## config.mk

```make
export PLATFORM = sky130hd
export DESIGN_NAME = load_store_ctrl
export DESIGN_NICKNAME = d
export VERILOG_FILES = /design/src/rtl/load_store_ctrl.sv
export SDC_FILE = /design/constraint.sdc
export NUM_CORES = 1
export LEC_CHECK = 0
export ABC_AREA = 0
export CAP_MARGIN = 20
export CORE_MARGIN = 2
export CORE_UTILIZATION = 45
export CTS_CLUSTER_DIAMETER = 100
export DETAILED_ROUTE_END_ITERATION = 10
export HOLD_SLACK_MARGIN = 0.1
export PLACE_DENSITY_LB_ADDON = 0.12
export SKIP_CTS_REPAIR_TIMING = 1
export SYNTH_ARGS = -nofsm -noshare
export SYNTH_HDL_FRONTEND = slang
export SYNTH_SLANG_ARGS = --single-unit
```

## constraint.sdc

```tcl
create_clock -name clk -period 2.7 [get_ports clk]
set_clock_uncertainty 0.1 [all_clocks]
set_input_delay 0.27 -clock clk [delete_from_list [all_inputs] [get_ports clk]]
set_output_delay 0.27 -clock clk [all_outputs]
set_load 0.05 [all_outputs]
```

## src/rtl/load_store_ctrl.sv

```systemverilog
// Sequences core loads/stores onto a word-wide memory without byte enables, doing RMW for sub-word stores.
// Latency: misaligned 1 cycle, load/word store 2, byte/half store 3, plus any memAck wait states.
// Backpressure: reqReady only in IDLE; memory stalls by withholding memAck, bounded by ACK_TIMEOUT.

`ifndef LOAD_STORE_BYTE
`define LOAD_STORE_BYTE 2'b00
`endif
`ifndef LOAD_STORE_HALF
`define LOAD_STORE_HALF 2'b01
`endif

// Byte/half extract and merge for a word-addressed memory; purely combinational.
module loadStoreUnit (
    input  logic [31:0] readWord,
    input  logic [1:0]  offset,
    input  logic [1:0]  len,
    input  logic        signExtend,
    input  logic [31:0] storeData,
    output logic [31:0] loadData,
    output logic [31:0] mergedWord
);
    logic [4:0]  shamt;
    logic [31:0] shifted;
    logic [31:0] laneMask;

    assign shamt   = {offset, 3'b000};
    assign shifted = readWord >> shamt;

    always_comb begin
        loadData   = readWord;
        mergedWord = storeData;
        laneMask   = 32'hFFFF_FFFF;
        case (len)
            `LOAD_STORE_BYTE: begin
                laneMask   = 32'h0000_00FF << shamt;
                loadData   = {{24{signExtend & shifted[7]}}, shifted[7:0]};
                mergedWord = (readWord & ~laneMask) | ((storeData & 32'h0000_00FF) << shamt);
            end
            `LOAD_STORE_HALF: begin
                laneMask   = 32'h0000_FFFF << shamt;
                loadData   = {{16{signExtend & shifted[15]}}, shifted[15:0]};
                mergedWord = (readWord & ~laneMask) | ((storeData & 32'h0000_FFFF) << shamt);
            end
            default: begin
                loadData   = readWord;
                mergedWord = storeData;
            end
        endcase
    end
endmodule

module load_store_ctrl #(
    parameter int ACK_TIMEOUT = 255
) (
    input  logic        clk,
    input  logic        reset,
    input  logic        reqValid,
    output logic        reqReady,
    input  logic        reqWrite,
    input  logic [31:0] reqAddr,
    input  logic [1:0]  reqLen,
    input  logic        reqSignExtend,
    input  logic [31:0] reqWriteData,
    output logic        respValid,
    output logic [31:0] respData,
    output logic        respMisaligned,
    output logic        respBusError,
    output logic [31:0] memAddr,
    output logic        memRead,
    output logic        memWrite,
    output logic [31:0] memWriteData,
    input  logic [31:0] memReadData,
    input  logic        memAck
);
    localparam int CW = (ACK_TIMEOUT < 2) ? 1 : $clog2(ACK_TIMEOUT);
    localparam logic [CW-1:0] CNT_LAST = CW'((ACK_TIMEOUT == 0) ? 0 : ACK_TIMEOUT - 1);

    typedef enum logic [1:0] {IDLE, RD, WR, RESP} stateT;

    stateT         state, stateNext;
    logic [31:0]   addrQ, wdataQ, dataReg;
    logic [1:0]    lenQ;
    logic          signQ, writeQ, misQ, busErrQ;
    logic [CW-1:0] cnt;

    logic          reqSubWord, reqMis, subWordQ, timedOut, latchRead, setErr;
    logic [31:0]   loadData, mergedWord;

    assign reqSubWord = (reqLen == `LOAD_STORE_BYTE) || (reqLen == `LOAD_STORE_HALF);
    assign reqMis     = (reqLen == `LOAD_STORE_BYTE) ? 1'b0 :
                        (reqLen == `LOAD_STORE_HALF) ? (reqAddr[1:0] == 2'd3) :
                                                       (reqAddr[1:0] != 2'd0);
    assign subWordQ   = (lenQ == `LOAD_STORE_BYTE) || (lenQ == `LOAD_STORE_HALF);
    // An ack on the last allowed cycle takes priority over the timeout.
    assign timedOut   = (ACK_TIMEOUT != 0) && !memAck && (cnt == CNT_LAST);

    loadStoreUnit lsu (
        .readWord   (dataReg),
        .offset     (addrQ[1:0]),
        .len        (lenQ),
        .signExtend (signQ),
        .storeData  (wdataQ),
        .loadData   (loadData),
        .mergedWord (mergedWord)
    );

    always_comb begin
        stateNext = state;
        latchRead = 1'b0;
        setErr    = 1'b0;
        case (state)
            IDLE: begin
                if (reqValid) begin
                    if (reqMis)                        stateNext = RESP;
                    else if (!reqWrite || reqSubWord)  stateNext = RD;
                    else                               stateNext = WR;
                end
            end
            RD: begin
                if (memAck) begin
                    latchRead = 1'b1;
                    stateNext = writeQ ? WR : RESP;
                end else if (timedOut) begin
                    setErr    = 1'b1;
                    stateNext = RESP;
                end
            end
            WR: begin
                if (memAck) begin
                    stateNext = RESP;
                end else if (timedOut) begin
                    setErr    = 1'b1;
                    stateNext = RESP;
                end
            end
            default: stateNext = IDLE;
        endcase
    end

    always_ff @(posedge clk) begin
        if (reset) begin
            state   <= IDLE;
            addrQ   <= '0;
            wdataQ  <= '0;
            dataReg <= '0;
            lenQ    <= '0;
            signQ   <= 1'b0;
            writeQ  <= 1'b0;
            misQ    <= 1'b0;
            busErrQ <= 1'b0;
            cnt     <= '0;
        end else begin
            state <= stateNext;
            if (stateNext != state)
                cnt <= '0;
            else if (state == RD || state == WR)
                cnt <= cnt + 1'b1;
            if (state == IDLE && reqValid) begin
                addrQ   <= reqAddr;
                wdataQ  <= reqWriteData;
                lenQ    <= reqLen;
                signQ   <= reqSignExtend;
                writeQ  <= reqWrite;
                misQ    <= reqMis;
                busErrQ <= 1'b0;
            end
            if (latchRead)
                dataReg <= memReadData;
            if (setErr)
                busErrQ <= 1'b1;
        end
    end

    assign reqReady       = (state == IDLE);
    assign respValid      = (state == RESP);
    assign respMisaligned = (state == RESP) && misQ;
    assign respBusError   = (state == RESP) && busErrQ;
    assign respData       = ((state == RESP) && !writeQ && !misQ && !busErrQ) ? loadData : 32'd0;
    assign memAddr        = {addrQ[31:2], 2'b00};
    assign memRead        = (state == RD);
    assign memWrite       = (state == WR);
    // Word stores never read, so the merged word is only meaningful after an RMW read.
    assign memWriteData   = (state == WR) ? (subWordQ ? mergedWord : wdataQ) : 32'd0;
endmodule

```

# Yosys cells after proc, flatten, opt, wreduce, memory -nomap -nowiden
# Index checks and enable logic that the tools add are counted.
[word_totals]
register_bits = 112
latch_bits = 0
ram_bits = 0
mem_bits_ro = 0
inputBits = 104
out_inout_bits = 102
wordCells = 77
mem_count = 0
[op_classes]
addsub = 1
mul = 0
div = 0
n_lt_le_gt_ge = 0
eq_ne = 8
shifts = 5
muxes = 22
n_bitwise = 8
reduce_logical = 23
[ops]
columns = ["op", "n"]
rows = [
  ["$pmux 32 s2", 2],
  ["$mux 32", 3],
  ["$and 32x32->32", 2],
  ["$not 32->32", 2],
  ["$or 32x32->32", 2],
  ["$shl 16x5->32", 1],
  ["$shl 16x5->32 const A", 1],
  ["$shl 8x5->32", 1],
  ["$shl 8x5->32 const A", 1],
  ["$shr 32x5->16", 1],
  ["$mux 2", 6],
  ["$mux 1", 10],
  ["$add 8x1->8 const B", 1],
  ["$eq 8x8->1 const B", 1],
  ["$logic_and 1x1->1", 7],
  ["$eq 2x1->1 const B", 3],
  ["$eq 2x2->1 const B", 3],
  ["$logic_not 2->1", 3],
  ["$pmux 2 s3", 1],
  ["$logic_not 1->1", 5],
  ["$logic_or 1x1->1", 4],
  ["$reduce_bool 2->1", 2],
  ["$reduce_or 2->1", 2],
  ["$and 1x1->1", 2],
  ["$ne 2x2->1", 1],
]

# Longest topological paths before layout
[depth]
depth_word = 9
ltp_mapped = 7
ltp_nobuf = 7

# Hierarchy
# A second synthesis with hierarchy kept.
[hier_totals]
cells_unflattened = 962
area_unflattened_um2 = 7114.3
[by_module_without_submodules]
columns = ["module", "instances", "cells_per_inst", "area_per_inst_um2", "seq_area_each_um2"]
rows = [
  ["load_store_ctrl", 1, 660, 5143.7, 2242.2],
  ["loadStoreUnit", 1, 302, 1970.6, 0.0],
]

# Worst setup path after synthesis
# OpenSTA, ideal clock, no wires.
[synth_path]
kind = "register -> output"
start = "register state[1]"
end = "output respData[14]"
arrival_time_ps = 3003
required_time_ps = 2330
setup_slack_ps = -673
path_stages_with_launch = 6
n_path_buf = 2
path_cell_list = "dfxtp_1 > ha_1 > or4b_4 > buf_6 > buf_2 > a221oi_1"
[synth_via]
elab_chain_len = 5
[synth_rtl]
columns = ["element", "line", "rtl"]
rows = [
  ["start, declared", "80", "stateT state, stateNext;"],
  ["start signal, assigned", "153", "state <= stateNext;"],
  ["$eq 2x2->1", "n/a", ""],
  ["via respValid", "64", "output logic respValid,"],
  ["$logic_and 1x1->1 (3 in series)", "178", "assign respData = ((state == RESP) && !writeQ && !misQ && !busErrQ) ? loadData : 32'd0;"],
  ["$mux 32", "178", ""],
  ["end, declared", "65", "output logic [31:0] respData,"],
]
# The timed path passes the listed nets, and every way through them passes these cells.

# Worst setup path in the final report
[layout_path]
start = "register addrQ[0]"
end = "output respData[27]"
[layout_via]
elab_chain_len = 4
word_cells_on_any_way = 5
classes_between = "1 x shift; 2 x mux; 2 x bitwise"
[layout_rtl]
columns = ["element", "line", "rtl"]
rows = [
  ["start, declared", "81", "logic [31:0] addrQ, wdataQ, dataReg;"],
  ["start signal, assigned", "159", "addrQ <= reqAddr;"],
  ["$shr 32x5->16 *", "27", "assign shifted = readWord >> shamt;"],
  ["$and 1x1->1 (on tied branches)", "41, 36", ""],
  ["$pmux 32 s2 *", "33", "case (len)"],
  ["$mux 32 *", "178", ""],
]
# Every way passes the cells marked *; elsewhere a longest branch is shown, timed or not.

==> results.md <==
- Critical path type: reg -> out
- Clock Root Buffer: clkbuf_16
- Total die area: 0.0151 mm2
- Routed WL per cell: 17.8 um
- Share of power burned in registers: 0.337
- Initial antenna violation count: 0
- Syn Area/Cell: between 7 and 8 um2
- Logic pwr share: 0.442
- Pre-Repair DR Iteration Count: 6
- Outcome: complete, no violations
- Synth area leaders: dfxtp_1 35%, nand2_1 14%, a21oi_1 9.4%
- Tcrit/Tclk final: 0.990
- Number of flops mapped to enable cells by yosys: 0
- Leak pwr: around 3.5 nW
- Maximum VDD drop: around 0.6 mV
- Vias in the first global route: just over 6,000
- Dominant cell type by area after synthesis: dfxtp_1
- Met2 WL: just over 10,000 um
- Achievable clock frequency: 374 MHz
- Register bit total from synthesis: between 100 and 150
- Max H-tree Level: 3
- WP data required: between 2 and 2.5 ns
- IO Port Bufs: approximately 200
- Cells along the critical path: inv_4, mux2i_2, nand2_1, a2111oi_4, buf_6, a21o_2, buf_12
- Largest net degree at the start of global routing: 71
- Worst-path maximum fanout: 10
- Hold path start: reset
- Post-DP HPWL: approximately 15,000 um
- Slew Limit Fails: 0
- Global placement routability congestion: 0.956
- Die W: roughly 120 um
- Met3 WL: roughly 1900 um
- Final Util: 0.682
- Internal: approximately 3.7 mW
- Register-to-Register Setup Slack: ~0.5 ns
- Hold Slack: 0.328 ns
- Critical path depth: 7
- CP max stage cell: a2111oi_4
- RSZ-0062 raised after global routing: yes
- Worst r2r dst: state[0]$_SDFF_PP0_
- Reg2reg path depth: 8
- Count leader, synth: nand2_1
- Diodes inserted: 0
- Post-synth cell types: 50
- Num CTS Buffers: 9
- Ys flop type: dfxtp_1
- Met1 wire length: between 8000 and 9000 um
- Max Cap Violations: 0
- Via Count: 6,701
- Clock Power Share: 0.222
- FFs w/ async S/R, synth: 0
- Die Height: ~120 um
- RR Startpoint: state[1]$_SDFF_PP0_
- Worst-case clock buffer depth: 2
- Clock Sinks: around 110
- Post-Syn Instances: 855
- Nets: between 1,000 and 1,500
- Slew at the pin closest to its max-slew limit: around 0.71 ns
- Area delta synth->final: 48.1%
- Tmin final: 2.67 ns
- Sink of the worst hold path: addrQ[2]$_SDFFE_PP0P_
- Layout cells sized above 1: 0.178
- # rows: 43
- Cell area power density: about 670 mW/mm2
- Starting Density: 0.460
- CP Launch Type: register
- Critical path endpoint category: output port
- Commonest cells in the netlist: 244 x nand2_1, 120 x a21oi_1, 112 x dfxtp_1, 52 x clkbuf_1, 33 x buf_4
- Net Sw Frac: 0.416
- Core area: around 0.014 mm2
- Ys Warns: 0
- Arrival time worst endpoint: ~2.3 ns
- Vias per cell: between 5 and 6
- Netlist Area Pre-Place: about 0.0064 mm2
- Clk slew on worst S/H paths: ~0.080 ns
- Global-route wire length before repair: around 32,000 um
- Sw Pwr: 2.64 mW
- Worst skew pair latency: between 0.3 and 0.4 ns
- CTS tree: done
- Slowest Stage Delay on Critical Path: about 0.50 ns
- Final setup viols: 0
- Hold crit path type: in -> reg
- Gr ovfl total: 0
- Worst Path Buf+Inv: 3
- Post-synthesis sequential area ratio: 0.352
- Slew margin rel.: 0.524
- DR top layer: met4
- Top delay family on crit path: compound AO/OA/AOI/OAI gates
- Routed WL: 21,200 um
- WHS Path Cells: 2
- Fin. Hold Viols: 0
- GRT Util Overall: 0.277
- DR iter-0 viols: 686
- Post-synth top area share: 0.352
- Antenna viol nets, final: 0
- IO Count: between 200 and 250
- DRC Markers: 0
## worst max-delay path by stage
stage,slack [ns],start,to
6_report,0.03,addrQ[0]$_SDFFE_PP0P_,respData[27]
5_1_grt,-0.06,addrQ[1]$_SDFFE_PP0P_,respData[30]
4_1_cts,-0.13,addrQ[1]$_SDFFE_PP0P_,respData[11]
3_5_place_dp,0.28,addrQ[1]$_SDFFE_PP0P_,respData[11]
3_3_place_gp,0.33,state[0]$_SDFF_PP0_,respData[20]
2_1_floorplan,-0.12,state[1]$_SDFF_PP0_,memWriteData[25]
## metrics by stage
stage | instance area [um2] | power [mW] | setup WS [ns] | TNS (ns) | instances
global placement | 9050 | 4.90 | 0.329 | 0 | 1175
CTS | 9350 | 6.34 | -0.130 | -2.84 | 1191
global route | 9430 | 6.68 | -0.0617 | -0.687 | 1195
detailed placement | 9050 | 4.92 | 0.280 | 0 | 1175
floorplan | 6480 | 3.98 | -0.123 | -2.44 | 856
finish | 9430 | 6.35 | 0.0272 | 0 | 1195
## final cells by class
class	instances	area (um2)
fill	1162	4400
multi-input combinational	629	3680
timing repair buffer	240	2900
sequential	112	2250
clock buffer	11	233
tap	180	225
clock inverter	5	72.6
inverter	18	72.6
## placed cells by master, fill, tap and decap left out, types with 9 or more instances in the layout
master,netlist,layout
mux2i_1,17,16
o21ai_0,12,12
nand3_1,9,9
o211ai_1,9,9
nor2_1,21,20
o211a_1,9,9
dfxtp_1,112,110
a211oi_1,16,16
nor2b_1,32,31
buf_4,33,40
nand2_1,244,242
a21oi_1,120,119
clkbuf_16,0,9
inv_1,14,14
a22oi_1,16,16
clkdlybuf4s50_1,0,137
buf_12,0,59
a21o_2,1,16
## state kept, by name (all words and copies together), names as in the netlist, 2 cells and up
name / flops
addrQ: 32
cnt: 8
dataReg: 32
lenQ: 2
state: 2
wdataQ: 32
## logic make-up (layout without fill, tap and decap cells)
family	Yosys count	count (layout)	share of synthesized area
simple gates	324	324	0.214
compound gates	261	261	0.272
buf+inv	115	274	0.0910
flops	112	112	0.352
mux	24	24	0.0391
fa+ha+maj	11	11	0.0216
xor+xnor	7	7	0.00963
other cells	1	2	0.000589
## worst reg2reg max path, cell delays in order, from the launching register on
cell and delay [ns]:
dfxtp_1 0.34, buf_4 0.16, inv_1 0.08, ha_1 0.27, nand2_2 0.11, buf_4 0.56
a31oi_1 0.10, a221oi_1 0.28, nor3_1 0.08
## per-layer routing
metal	track usage	up-vias
li1	-	3237
met1	0.341	3128
met2	0.454	283
met3	0.0775	53
met4	0.115	0
met5	0	-
## power by group through the flow
stage | sequential [mW] | clock (mW) | combinational (mW)
after floorplan | 2.07 | 0 | 1.91
after global placement | 2.16 | 0 | 2.74
after detailed placement | 2.16 | 0 | 2.75
after CTS | 2.13 | 1.44 | 2.77
after global routing | 2.16 | 1.50 | 3.02
final | 2.14 | 1.41 | 2.81
Power figures use the tool's default switching activity.
